File: config.mk
export PLATFORM = sky130hd
export DESIGN_NAME = ex_mem_stage
export DESIGN_NICKNAME = d
export VERILOG_FILES = /design/src/rtl/ex_mem_stage.sv
export SDC_FILE = /design/constraint.sdc
export NUM_CORES = 1
export LEC_CHECK = 0
export CAP_MARGIN = 20
export CORE_ASPECT_RATIO = 2
export CORE_UTILIZATION = 39
export DETAILED_ROUTE_END_ITERATION = 8
export PLACE_DENSITY = 0.81
export SLEW_MARGIN = 20
export SYNTH_ARGS = -nofsm -noshare
export SYNTH_HDL_FRONTEND = slang
export SYNTH_SLANG_ARGS = --single-unit
File: constraint.sdc
create_clock -name clk -period 3.4 [get_ports clk]
set_clock_uncertainty 0.2 [all_clocks]
set_input_delay 0.68 -clock clk [delete_from_list [all_inputs] [get_ports clk]]
set_output_delay 0.68 -clock clk [all_outputs]
set_load 0.02 [all_outputs]
File: src/rtl/ex_mem_stage.sv
// EX->MEM pipeline register: captures ALU result/control, owns the Z/N flags, resolves branches, feeds EX->EX forwarding.
// Latency: 1 cycle EX->MEM; branch_taken is a one-cycle pulse on the edge that accepts the branch.
// Backpressure: single entry, no skid; ex_ready = !mem_valid | mem_ready, so a stalled MEM stalls EX combinationally.
//
// Ports:
//   clk, reset (async, active-high), flush
//   EX side : ex_valid/ex_ready, alu_result, alu_op, zero_flag, negative_flag, ex_rd,
//             ex_reg_write, ex_mem_read, ex_mem_write, ex_store_data, ex_branch, ex_cond
//   MEM side: mem_valid/mem_ready, mem_alu_result, mem_rd, mem_reg_write, mem_mem_read,
//             mem_mem_write, mem_store_data
//   Status  : flag_z, flag_n, branch_taken, fwd_valid, fwd_rd, fwd_data
module ex_mem_stage #(
  parameter int N    = 32,
  parameter int RD_W = 3
) (
  input  logic            clk,
  input  logic            reset,
  input  logic            flush,
  input  logic            ex_valid,
  output logic            ex_ready,
  input  logic [N-1:0]    alu_result,
  input  logic [1:0]      alu_op,
  input  logic            zero_flag,
  input  logic            negative_flag,
  input  logic [RD_W-1:0] ex_rd,
  input  logic            ex_reg_write,
  input  logic            ex_mem_read,
  input  logic            ex_mem_write,
  input  logic [N-1:0]    ex_store_data,
  input  logic            ex_branch,
  input  logic [1:0]      ex_cond,
  input  logic            mem_ready,
  output logic            mem_valid,
  output logic [N-1:0]    mem_alu_result,
  output logic [RD_W-1:0] mem_rd,
  output logic            mem_reg_write,
  output logic            mem_mem_read,
  output logic            mem_mem_write,
  output logic [N-1:0]    mem_store_data,
  output logic            flag_z,
  output logic            flag_n,
  output logic            branch_taken,
  output logic            fwd_valid,
  output logic [RD_W-1:0] fwd_rd,
  output logic [N-1:0]    fwd_data
);

  localparam logic [1:0] OP_CMP = 2'b11;

  logic accept;
  logic cond_true;

  assign ex_ready = !mem_valid || mem_ready;
  // Flush wins over a valid instruction: the input is consumed but dropped.
  assign accept   = ex_valid && ex_ready && !flush;

  // Evaluated against the flags currently held, so a CMP+branch in one
  // instruction sees the flags from before that CMP.
  always_comb begin
    cond_true = 1'b0;
    case (ex_cond)
      2'b00:   cond_true = flag_z;
      2'b01:   cond_true = !flag_z;
      2'b10:   cond_true = flag_n;
      default: cond_true = !flag_n;
    endcase
  end

  always_ff @(posedge clk or posedge reset) begin
    if (reset) begin
      mem_valid      <= 1'b0;
      mem_alu_result <= '0;
      mem_rd         <= '0;
      mem_reg_write  <= 1'b0;
      mem_mem_read   <= 1'b0;
      mem_mem_write  <= 1'b0;
      mem_store_data <= '0;
      flag_z         <= 1'b0;
      flag_n         <= 1'b0;
      branch_taken   <= 1'b0;
    end else begin
      // Pulse only on the accepting edge; a stall never re-asserts it.
      branch_taken <= accept && ex_branch && cond_true;
      if (flush) begin
        mem_valid <= 1'b0;
      end else if (accept) begin
        mem_valid      <= 1'b1;
        mem_alu_result <= alu_result;
        mem_rd         <= ex_rd;
        mem_reg_write  <= ex_reg_write;
        mem_mem_read   <= ex_mem_read;
        mem_mem_write  <= ex_mem_write;
        mem_store_data <= ex_store_data;
        // ALU flags are only defined for CMP.
        if (alu_op == OP_CMP) begin
          flag_z <= zero_flag;
          flag_n <= negative_flag;
        end
      end else if (mem_valid && mem_ready) begin
        mem_valid <= 1'b0;
      end
    end
  end

  // Loads have no data yet in this stage, and r0 is never a forwarding target.
  assign fwd_valid = mem_valid && mem_reg_write && !mem_mem_read && (mem_rd != '0);
  assign fwd_rd    = mem_rd;
  assign fwd_data  = mem_alu_result;

endmodule
# Word level (Yosys, flattened, before mapping)
# Cells that the tools add are included.
[word_totals]
reg_bits = 74
latch_bits = 0
ramBits = 0
mem_bits_ro = 0
inputBits = 82
mem_count = 0
[op_classes]
n_addsub = 0
mul = 0
div = 0
n_lt_le_gt_ge = 0
n_eq_ne = 3
shift = 0
muxes = 4
bitwise_logic = 1
reduce_logical = 19
[ops]
columns = ["op", "count"]
rows = [
  ["$logic_and 1x1->1", 8],
  ["$reduce_bool 3->1", 2],
  ["$logic_not 1->1", 5],
  ["$eq 2x2->1 const B", 2],
  ["$mux 1", 3],
  ["$pmux 1 s3", 1],
  ["$reduce_and 3->1", 1],
  ["$eq 2x1->1 const B", 1],
  ["$logic_not 2->1", 1],
  ["$reduce_and 2->1", 1],
  ["$logic_or 1x1->1", 1],
  ["$not 1->1", 1],
]

# Logic depth before layout (Yosys ltp)
# Gate-level depths: netlist of the first run.
[depth]
word_depth = 6
ltp_mapped = 5
ltp_nobuf = 3

# Least setup slack after synthesis of the first run
# No wires, ideal clock.
[synth_timing]
kind = "register -> output"
from = "register mem_rd[0], in the netlist fwd_rd[0]"
to = "output port fwd_valid"
arrival_ns = 1.053
required_ns = 2.520
setup_slack_ns = 1.467
path_stages_with_launch = 3
path_buffers = 0
path_cell_list = "dfrtp_1 nor3_1 nor3_1"
[synth_via]
elab_chain_cells = 2
[synth_rtl]
columns = ["element", "line", "source"]
rows = [
  ["start, declared", "35", "output logic [RD_W-1:0] mem_rd,"],
  ["start signal, assigned", "89", "mem_rd <= ex_rd;"],
  ["$reduce_bool 3->1", "106", "assign fwd_valid = mem_valid && mem_reg_write && !mem_mem_read && (mem_rd != '0);"],
  ["$logic_and 1x1->1", "106", ""],
  ["end, declared", "43", "output logic fwd_valid,"],
]
# No other way between the ends.

# Worst setup path in the final report of the first run
[layout_timing]
from = "input port mem_ready"
to = "output port ex_ready"
[layout_via]
elab_chain_cells = 1
[layout_rtl]
columns = ["element", "line", "source"]
rows = [
  ["start, declared", "32", "input logic mem_ready,"],
  ["$logic_or 1x1->1", "53", "assign ex_ready = !mem_valid || mem_ready;"],
  ["end, declared", "20", "output logic ex_ready,"],
]
# No other way between the ends.

==> flow_metrics.env, run 1 <==
export IMPL_min_path_type="reg -> reg"
export IMPL_die_height_um=135
export IMPL_arrival_ns=1.91
export IMPL_postRouteAntennaNets=0
export IMPL_power_frac_comb=0.343
export IMPL_synthCells=203
export IMPL_syn_avg_cell_area_um2=16.9
export IMPL_timing_fmax_ghz=0.358
export IMPL_p_seq_frac=0.342
export IMPL_synth_most_common_cell="dfrtp_1"
export IMPL_dp_slack_ns=0.602
export IMPL_port_buffers=192
export IMPL_grt_max_degree=42
export IMPL_finalWeightedCongestion=0.732
export IMPL_drt_first_iter_violations=76
export IMPL_worst_setup_path_type="in -> out"
export IMPL_synth_main_ff_cell="dfrtp_1"
export IMPL_finalNetCount=448
export IMPL_syn2layout_area_growth_pct=59.4
export IMPL_critPathCaptureType="output port"
export IMPL_hold_viol_final=0
export IMPL_coreArea_um2=8590
export IMPL_min_period_ns=2.79
export IMPL_tightest_slew_ns=0.602
export IMPL_power_leakage_uw=0.00238
export IMPL_antenna_found_initial=0
export IMPL_cts_made_buffers=9
export IMPL_cts_max_level=3
export IMPL_synth_seq_cells=74
export IMPL_ir_worst_vdd_uv=470
export IMPL_cp_slowest_cell="clkdlybuf4s50_1"
export IMPL_p_int_uw=2400
export IMPL_synth_largest_area_cell="dfrtp_1"
export IMPL_track_usage=0.181
export IMPL_cts_resized=0
export IMPL_hold_buffers=0
export IMPL_max_slew_margin=0.598
export IMPL_grt_pass1_vias=2365
export IMPL_drive_gt1_frac=0.253
export IMPL_worstPathRequired_ns=2.52
export IMPL_synth_common_cells="dfrtp_1, mux2_4, buf_4, buf_12, mux2_2"
export IMPL_synth_top_area_share=0.539
export IMPL_grt_use_met2=0.313
export IMPL_crit_top_cell="clkdlybuf4s50_1"
export IMPL_grt_remaining_overflow=0
export IMPL_crit_chain="clkdlybuf4s50_1 > nor2b_4 > inv_1 > clkdlybuf4s50_1"
export IMPL_maxCapViolCount=0
export IMPL_cts_sinks=74
export IMPL_setup_tns_ns=0
export IMPL_n_antenna_cell=0
export IMPL_vias=2215
export IMPL_start_kind="input port"
export IMPL_cts_tree="built"
export IMPL_synth_area_um2=3430
export IMPL_design_area_um2=5470
export IMPL_rsz0062_at_grt="false"
export IMPL_p_clk_frac=0.315
export IMPL_period_share=0.822
export IMPL_slew_violations=0
export IMPL_met1_usage=0.193
export IMPL_clk_pin_slew_worst_paths_ns=0.05
export IMPL_hpwl_um=6050
export IMPL_final_setup_worst_slack_ns=0.605
export IMPL_p_sw_frac=0.283
export IMPL_seq_area_frac_synth=0.539
export IMPL_grt_use_met3=0.0414
export IMPL_p_switching_uw=947
export IMPL_insertion_delay_ns=0.32
export IMPL_die_w_um=68.4
export IMPL_die_area_um2=9210
export IMPL_wl_per_cell_um=17.2
export IMPL_firstDrtPassIters=4
export IMPL_clockBufferDepth=2
export IMPL_drt_wl_total_um=8120
export IMPL_viasPerCell=4.70
export IMPL_synth_nets=285
export IMPL_pin_count=193
export IMPL_worst_path_max_fanout=4
export IMPL_start_util=0.400
export IMPL_yosys_warnings=0
export IMPL_ys_async_sr_fraction=1.00
export IMPL_rows=48
export IMPL_placed_area_um2=5130
export IMPL_fill_cells=680
export IMPL_status="finished clean"
export IMPL_power_density_nw_per_um2=612
export IMPL_cts_setup_buffers=0
export IMPL_grt_pass1_wl_um=12000
export IMPL_synth_area_top_cells="dfrtp_1, mux2_4, buf_4, buf_12, mux2_2"
export IMPL_drc=0
export IMPL_synth_cell_type_count=16
export IMPL_grt_busiest_layer="met2"
export IMPL_root_buffer="clkbuf_16"
export IMPL_synth_edff_count=0
export IMPL_critical_path_max_stage_delay_ns=0.53
export IMPL_setup_violations_final=0
power groups by stage:
stage                     logic [uW]  registers (uW)  clock network, uW
after global placement          1140            1150                  0
after detailed placement        1160            1160                  0
after floorplan                  487            1330                  0
after CTS                       1160            1150               1080
final                           1150            1140               1050
after global routing            1200            1160               1120
sequential cells by signal, indices dropped and copies added, names as in the netlist:
name and count:
mem_store_data 32, flag_z 1, mem_mem_write 1, mem_mem_read 1, mem_reg_write 1, flag_n 1, mem_valid 1, fwd_data 32
fwd_rd 3, branch_taken 1
critical path: cells and delay by family:
family        cells  cell delay [ns]
buf+inv           3             1.03
simple gates      1             0.19
final timing paths:
| kind | end | slack, ns | cells past startpoint | from |
|---|---|---|---|---|
| worst max-delay path | ex_ready | 0.61 | 4 | mem_ready |
| worst min-delay path | mem_store_data[30] | 0.31 | 1 | mem_store_data[30] |
| worst max register to register | mem_store_data[0] | 1.54 | 4 | mem_valid |
| worst min register to register | mem_store_data[30] | 0.31 | 1 | mem_store_data[30] |
| max in group asynchronous | flag_n | 1.85 | 3 | reset |
| min in group asynchronous | fwd_data[27] | 0.54 | 2 | reset |
metal layers:
layer | up-vias | wire, um
li1 | 976 | -
met1 | 1109 | 2840
met2 | 112 | 4520
met3 | 18 | 499
met4 | 0 | 254
met5 | - | 0
per-stage QoR:
step	utilization	hold WS (ns)	cells	power (uW)
2_1_floorplan	-	0.436	203	1810
3_3_place_gp	0.598	0.293	455	2290
3_5_place_dp	0.598	0.292	455	2310
4_1_cts	0.637	0.313	471	3390
5_1_grt	0.637	0.324	471	3480
6_report	0.637	0.310	471	3350
cells in the final DEF, fill, tap and decap left out:
cell	count
nor4b_2	1
mux2_4	69
nor3_1	2
nor3b_4	1
buf_12	3
xnor2_1	1
and3_1	1
nand2_1	2
inv_1	1
nor2_1	2
mux2i_1	1
clkbuf_16	9
clkdlybuf4s50_1	192
mux2_2	3
bufinv_16	2
nor2b_4	1
clkbuf_8	3
inv_6	1
clkinv_2	1
clkbuf_1	1
dfrtp_1	74
cell type report:
class / count / area (um^2) / share of cell area
sequential: 74 / 1850 / 0.338
tap: 100 / 125 / 0.0229
timing repair buffer: 195 / 1980 / 0.362
multi-input combinational: 84 / 1170 / 0.213
clock buffer: 13 / 270 / 0.0494
clock inverter: 3 / 68.8 / 0.0126
inverter: 2 / 8.76 / 0.00160
kinds of logic (layout without fill, tap and decap cells):
| logic type | Yosys count | count (layout) | synth area share |
|---|---|---|---|
| buffers and inverters | 45 | 213 | 0.123 |
| and+or+nand+nor | 10 | 10 | 0.0211 |
| DFF | 74 | 74 | 0.539 |
| muxes | 73 | 73 | 0.314 |
| xor gates and xnor gates | 1 | 1 | 0.00255 |
(Power assumes the default switching activity.)
==> run 2, diff against run 1 <==
Clock period 3.4 ns to 2.8 ns, I/O delays scaled along.
==> flow_metrics.env, run 2 (same netlist as run 1, synthesis figures left out) <==
export IMPL_status="finished clean"
export IMPL_pin_count=193
export IMPL_setup_violations_final=0
export IMPL_finalNetCount=448
export IMPL_cts_resized=0
export IMPL_r2r_start="mem_valid"
export IMPL_min_path_type="reg -> reg"
export IMPL_drc=0
export IMPL_postRouteAntennaNets=0
export IMPL_coreArea_um2=8590
export IMPL_die_height_um=135
export IMPL_antenna_found_initial=0
export IMPL_insertion_delay_ns=0.32
export IMPL_min_period_ns=2.56
export IMPL_rsz0062_at_grt="false"
export IMPL_finalWeightedCongestion=0.718
export IMPL_p_seq_frac=0.344
export IMPL_r2r_cells=4
export IMPL_die_w_um=68.4
export IMPL_start_util=0.400
export IMPL_root_buffer="clkbuf_16"
export IMPL_maxCapViolCount=0
export IMPL_cts_made_buffers=9
export IMPL_grt_pass1_wl_um=12000
export IMPL_port_buffers=192
export IMPL_hpwl_um=5820
export IMPL_whs_endpoint="mem_store_data[31]"
export IMPL_drt_first_iter_violations=100
export IMPL_rows=48
export IMPL_power_density_nw_per_um2=738
export IMPL_drt_wl_total_um=7930
export IMPL_syn2layout_area_growth_pct=59.1
export IMPL_holdPathStages=1
export IMPL_reg2reg_slack_ns=0.96
export IMPL_period_share=0.914
export IMPL_start_kind="input port"
export IMPL_r2r_end="fwd_data[27]"
export IMPL_cts_setup_buffers=0
export IMPL_hp_start="mem_store_data[31]"
export IMPL_clockBufferDepth=2
export IMPL_max_slew_margin=0.596
export IMPL_layout_common_cells="clkdlybuf4s50_1, dfrtp_1, mux2_4"
export IMPL_viasPerCell=4.62
export IMPL_ir_worst_vdd_uv=474
export IMPL_multi_input_area_um2=1170
export IMPL_power_frac_comb=0.344
export IMPL_worst_setup_path_type="in -> out"
export IMPL_tightest_slew_ns=0.606
export IMPL_critPathCaptureType="output port"
export IMPL_firstDrtPassIters=4
export IMPL_power_leakage_uw=0.00237
export IMPL_p_switching_uw=1150
export IMPL_grt_remaining_overflow=0
export IMPL_final_setup_worst_slack_ns=0.240
export IMPL_vias=2175
export IMPL_wl_per_cell_um=16.8
export IMPL_cts_tree="built"
export IMPL_die_area_um2=9210
export IMPL_seqCellArea_um2=1850
export IMPL_cts_max_level=3
export IMPL_track_usage=0.179
export IMPL_clk_pin_slew_worst_paths_ns=0.06
export IMPL_grt_pass1_vias=2320
export IMPL_drive_gt1_frac=0.253
export IMPL_arrival_ns=1.80
export IMPL_dp_slack_ns=0.237
export IMPL_n_antenna_cell=0
export IMPL_worst_path_max_fanout=4
export IMPL_slew_violations=0
export IMPL_p_int_uw=2890
export IMPL_setup_tns_ns=0
export IMPL_hold_buffers=0
export IMPL_hold_viol_final=0
export IMPL_worstPathRequired_ns=2.04
export IMPL_timing_fmax_ghz=0.391
export IMPL_fill_cells=675
export IMPL_p_clk_frac=0.311
export IMPL_cts_sinks=74
export IMPL_final_common_cell="clkdlybuf4s50_1"
export IMPL_p_sw_frac=0.284
export IMPL_grt_max_degree=42
==> run 2: changes by cell type in the layout (fill, tap and decap cells not counted) <==
cell | previous run | this run
clkbuf_8 | 3 | 2
clkinv_2 | 1 | 2
clkinv_4 | 0 | 1
inv_6 | 1 | 0
==> run 2: per-stage QoR <==
step	instance area (um^2)	std cells	utilization	total power (uW)	hold WS, ns
2_1_floorplan	3430	203	-	2200	0.426
3_3_place_gp	5130	455	0.598	2780	0.292
3_5_place_dp	5130	455	0.598	2800	0.293
4_1_cts	5470	471	0.636	4080	0.313
5_1_grt	5470	471	0.636	4210	0.324
6_report	5470	471	0.636	4030	0.311
==> run 2: layer usage <==
metal | vias up | global-route usage | share of wire
li1 | 981 | - | -
met1 | 1059 | 0.192 | 0.36
met2 | 115 | 0.304 | 0.54
met3 | 20 | 0.0422 | 0.062
met4 | 0 | 0.102 | 0.034
met5 | - | 0 | 0
==> run 2: worst max-delay path by stage <==
stage / endpoint / cells after the start / from / slack [ns]
after detailed placement: ex_ready / 4 / mem_ready / 0.24
after floorplan: branch_taken / 1 / reset / 0.16
after global routing: ex_ready / 4 / mem_ready / 0.21
final: ex_ready / 4 / mem_ready / 0.24
after CTS: ex_ready / 4 / mem_ready / 0.24
after global placement: ex_ready / 4 / mem_ready / 0.27
==> run 2: critical path: stages <==
cell and delay (ns):
clkdlybuf4s50_1 0.45, nor2b_4 0.19, inv_1 0.06, clkdlybuf4s50_1 0.54
==> run 2: layout make-up <==
| type | instances | area share |
|---|---|---|
| clock inverters | 4 | 0.0135 |
| clock buffers | 12 | 0.0469 |
| inverters | 2 | 0.00160 |
| multi-input cells | 84 | 0.214 |
| repair buffers | 195 | 0.363 |
| flip-flops and latches | 74 | 0.339 |
| well taps | 100 | 0.0229 |
==> run 2: power by group through the flow <==
stage / Clock [uW] / Combinational [uW] / Sequential (uW)
3_3_place_gp: 0 / 1380 / 1400
2_1_floorplan: 0 / 592 / 1610
4_1_cts: 1290 / 1410 / 1390
5_1_grt: 1340 / 1460 / 1420
6_report: 1260 / 1390 / 1390
3_5_place_dp: 0 / 1400 / 1400
==> run 3, diff against run 2 <==
Settings changed: CORE_UTILIZATION 39 to 42, PLACE_DENSITY 0.81 to 0.87.
Clock period 2.8 ns to 3.1 ns, I/O delays scaled along.
==> flow_metrics.env, run 3 (same netlist as run 1, synthesis figures left out) <==
export IMPL_status="finished clean"
export IMPL_vias=2160
export IMPL_cts_made_buffers=9
export IMPL_setup_violations_final=0
export IMPL_r2r_end="mem_store_data[3]"
export IMPL_worstPathRequired_ns=2.28
export IMPL_hold_viol_final=0
export IMPL_finalWeightedCongestion=0.751
export IMPL_hold_buffers=0
export IMPL_wl_per_cell_um=17.9
export IMPL_maxCapViolCount=0
export IMPL_layout_common_cells="clkdlybuf4s50_1, dfrtp_1, mux2_4"
export IMPL_rows=46
export IMPL_tightest_slew_ns=0.360
export IMPL_drt_first_iter_violations=85
export IMPL_critPathCaptureType="output port"
export IMPL_ir_worst_vdd_uv=444
export IMPL_clk_pin_slew_worst_paths_ns=0.05
export IMPL_start_util=0.432
export IMPL_drt_wl_total_um=8360
export IMPL_finalNetCount=449
export IMPL_track_usage=0.204
export IMPL_syn2layout_area_growth_pct=57.8
export IMPL_drc=0
export IMPL_final_common_cell="clkdlybuf4s50_1"
export IMPL_insertion_delay_ns=0.32
export IMPL_reg2reg_slack_ns=1.27
export IMPL_n_antenna_cell=0
export IMPL_die_height_um=130
export IMPL_rsz0062_at_grt="false"
export IMPL_slew_violations=0
export IMPL_r2r_start="mem_valid"
export IMPL_grt_max_degree=40
export IMPL_cts_tree="built"
export IMPL_design_area_um2=5420
export IMPL_drive_gt1_frac=0.255
export IMPL_cts_max_level=3
export IMPL_min_period_ns=2.66
export IMPL_worst_setup_path_type="in -> out"
export IMPL_min_path_type="reg -> reg"
export IMPL_grt_pass1_vias=2403
export IMPL_coreArea_um2=7940
export IMPL_placed_area_um2=5140
export IMPL_cts_setup_buffers=0
export IMPL_worst_path_max_fanout=4
export IMPL_antenna_found_initial=0
export IMPL_holdPathStages=1
export IMPL_max_slew_margin=0.759
export IMPL_hpwl_um=6370
export IMPL_period_share=0.859
export IMPL_postRouteAntennaNets=0
export IMPL_r2r_cells=4
export IMPL_cts_resized=0
export IMPL_hp_start="mem_store_data[20]"
export IMPL_viasPerCell=4.62
export IMPL_pin_count=193
export IMPL_power_density_nw_per_um2=642
export IMPL_port_buffers=192
export IMPL_holdWs_ns=0.307
export IMPL_cts_sinks=74
export IMPL_timing_fmax_ghz=0.375
export IMPL_grt_remaining_overflow=0
export IMPL_die_area_um2=8570
export IMPL_die_w_um=65.9
export IMPL_firstDrtPassIters=4
export IMPL_clockBufferDepth=2
export IMPL_setup_tns_ns=0
export IMPL_whs_endpoint="mem_store_data[20]"
export IMPL_grt_pass1_wl_um=12600
export IMPL_arrival_ns=1.84
export IMPL_root_buffer="clkbuf_16"
export IMPL_start_kind="input port"
export IMPL_power_leakage_uw=0.00235
-- run 3: cell count changes in the layout (fill, tap and decap cells not counted), sizes merged --
| cell | previous run | this run |
|---|---|---|
| clkinvlp | 0 | 1 |
| bufinv | 2 | 0 |
| buf | 3 | 4 |
| inv | 1 | 2 |
-- run 3: layout make-up --
type | count | area, um^2
Clock buffer | 12 | 256
Clock inverter | 4 | 26.3
Fill cell | 575 | 2520
Inverter | 2 | 7.51
Multi-Input combinational cell | 84 | 1170
Sequential cell | 74 | 1850
Tap cell | 96 | 120
Timing Repair Buffer | 196 | 1990
-- run 3: worst max-delay path, cell delays in order --
cell	delay, ns
clkdlybuf4s50_1	0.44
nor2b_4	0.19
inv_1	0.06
clkdlybuf4s50_1	0.53
-- run 3: report_power, final --
group          switching [uW]  internal (uW)
sequential                123           1130
combinational             535            728
clock                     378            584
-- run 3: layer usage --
metal  vias up  global-route usage  part of all wire
met5         -                   0                 0
met4         0               0.126             0.042
met3        21              0.0393             0.048
met2       104               0.358              0.56
met1      1056               0.220              0.35
li1        979                   -                 -
-- run 3: through the flow --
step                       util  worst slack [ns]  total power [uW]  cells
after floorplan               -             0.398              1990    203
after global placement    0.647             0.451              2510    452
after detailed placement  0.647             0.432              2540    452
after CTS                 0.682             0.426              3520    468
after global routing      0.682             0.411              3620    468
final                     0.682             0.436              3480    468
-- run 3: worst max path at each step --
stage / from / endpoint / slack [ns] / cells past startpoint
4_1_cts: mem_ready / ex_ready / 0.43 / 4
5_1_grt: mem_ready / ex_ready / 0.41 / 4
3_5_place_dp: mem_ready / ex_ready / 0.43 / 4
3_3_place_gp: mem_ready / ex_ready / 0.45 / 4
6_report: mem_ready / ex_ready / 0.44 / 4
2_1_floorplan: reset / branch_taken / 0.40 / 1
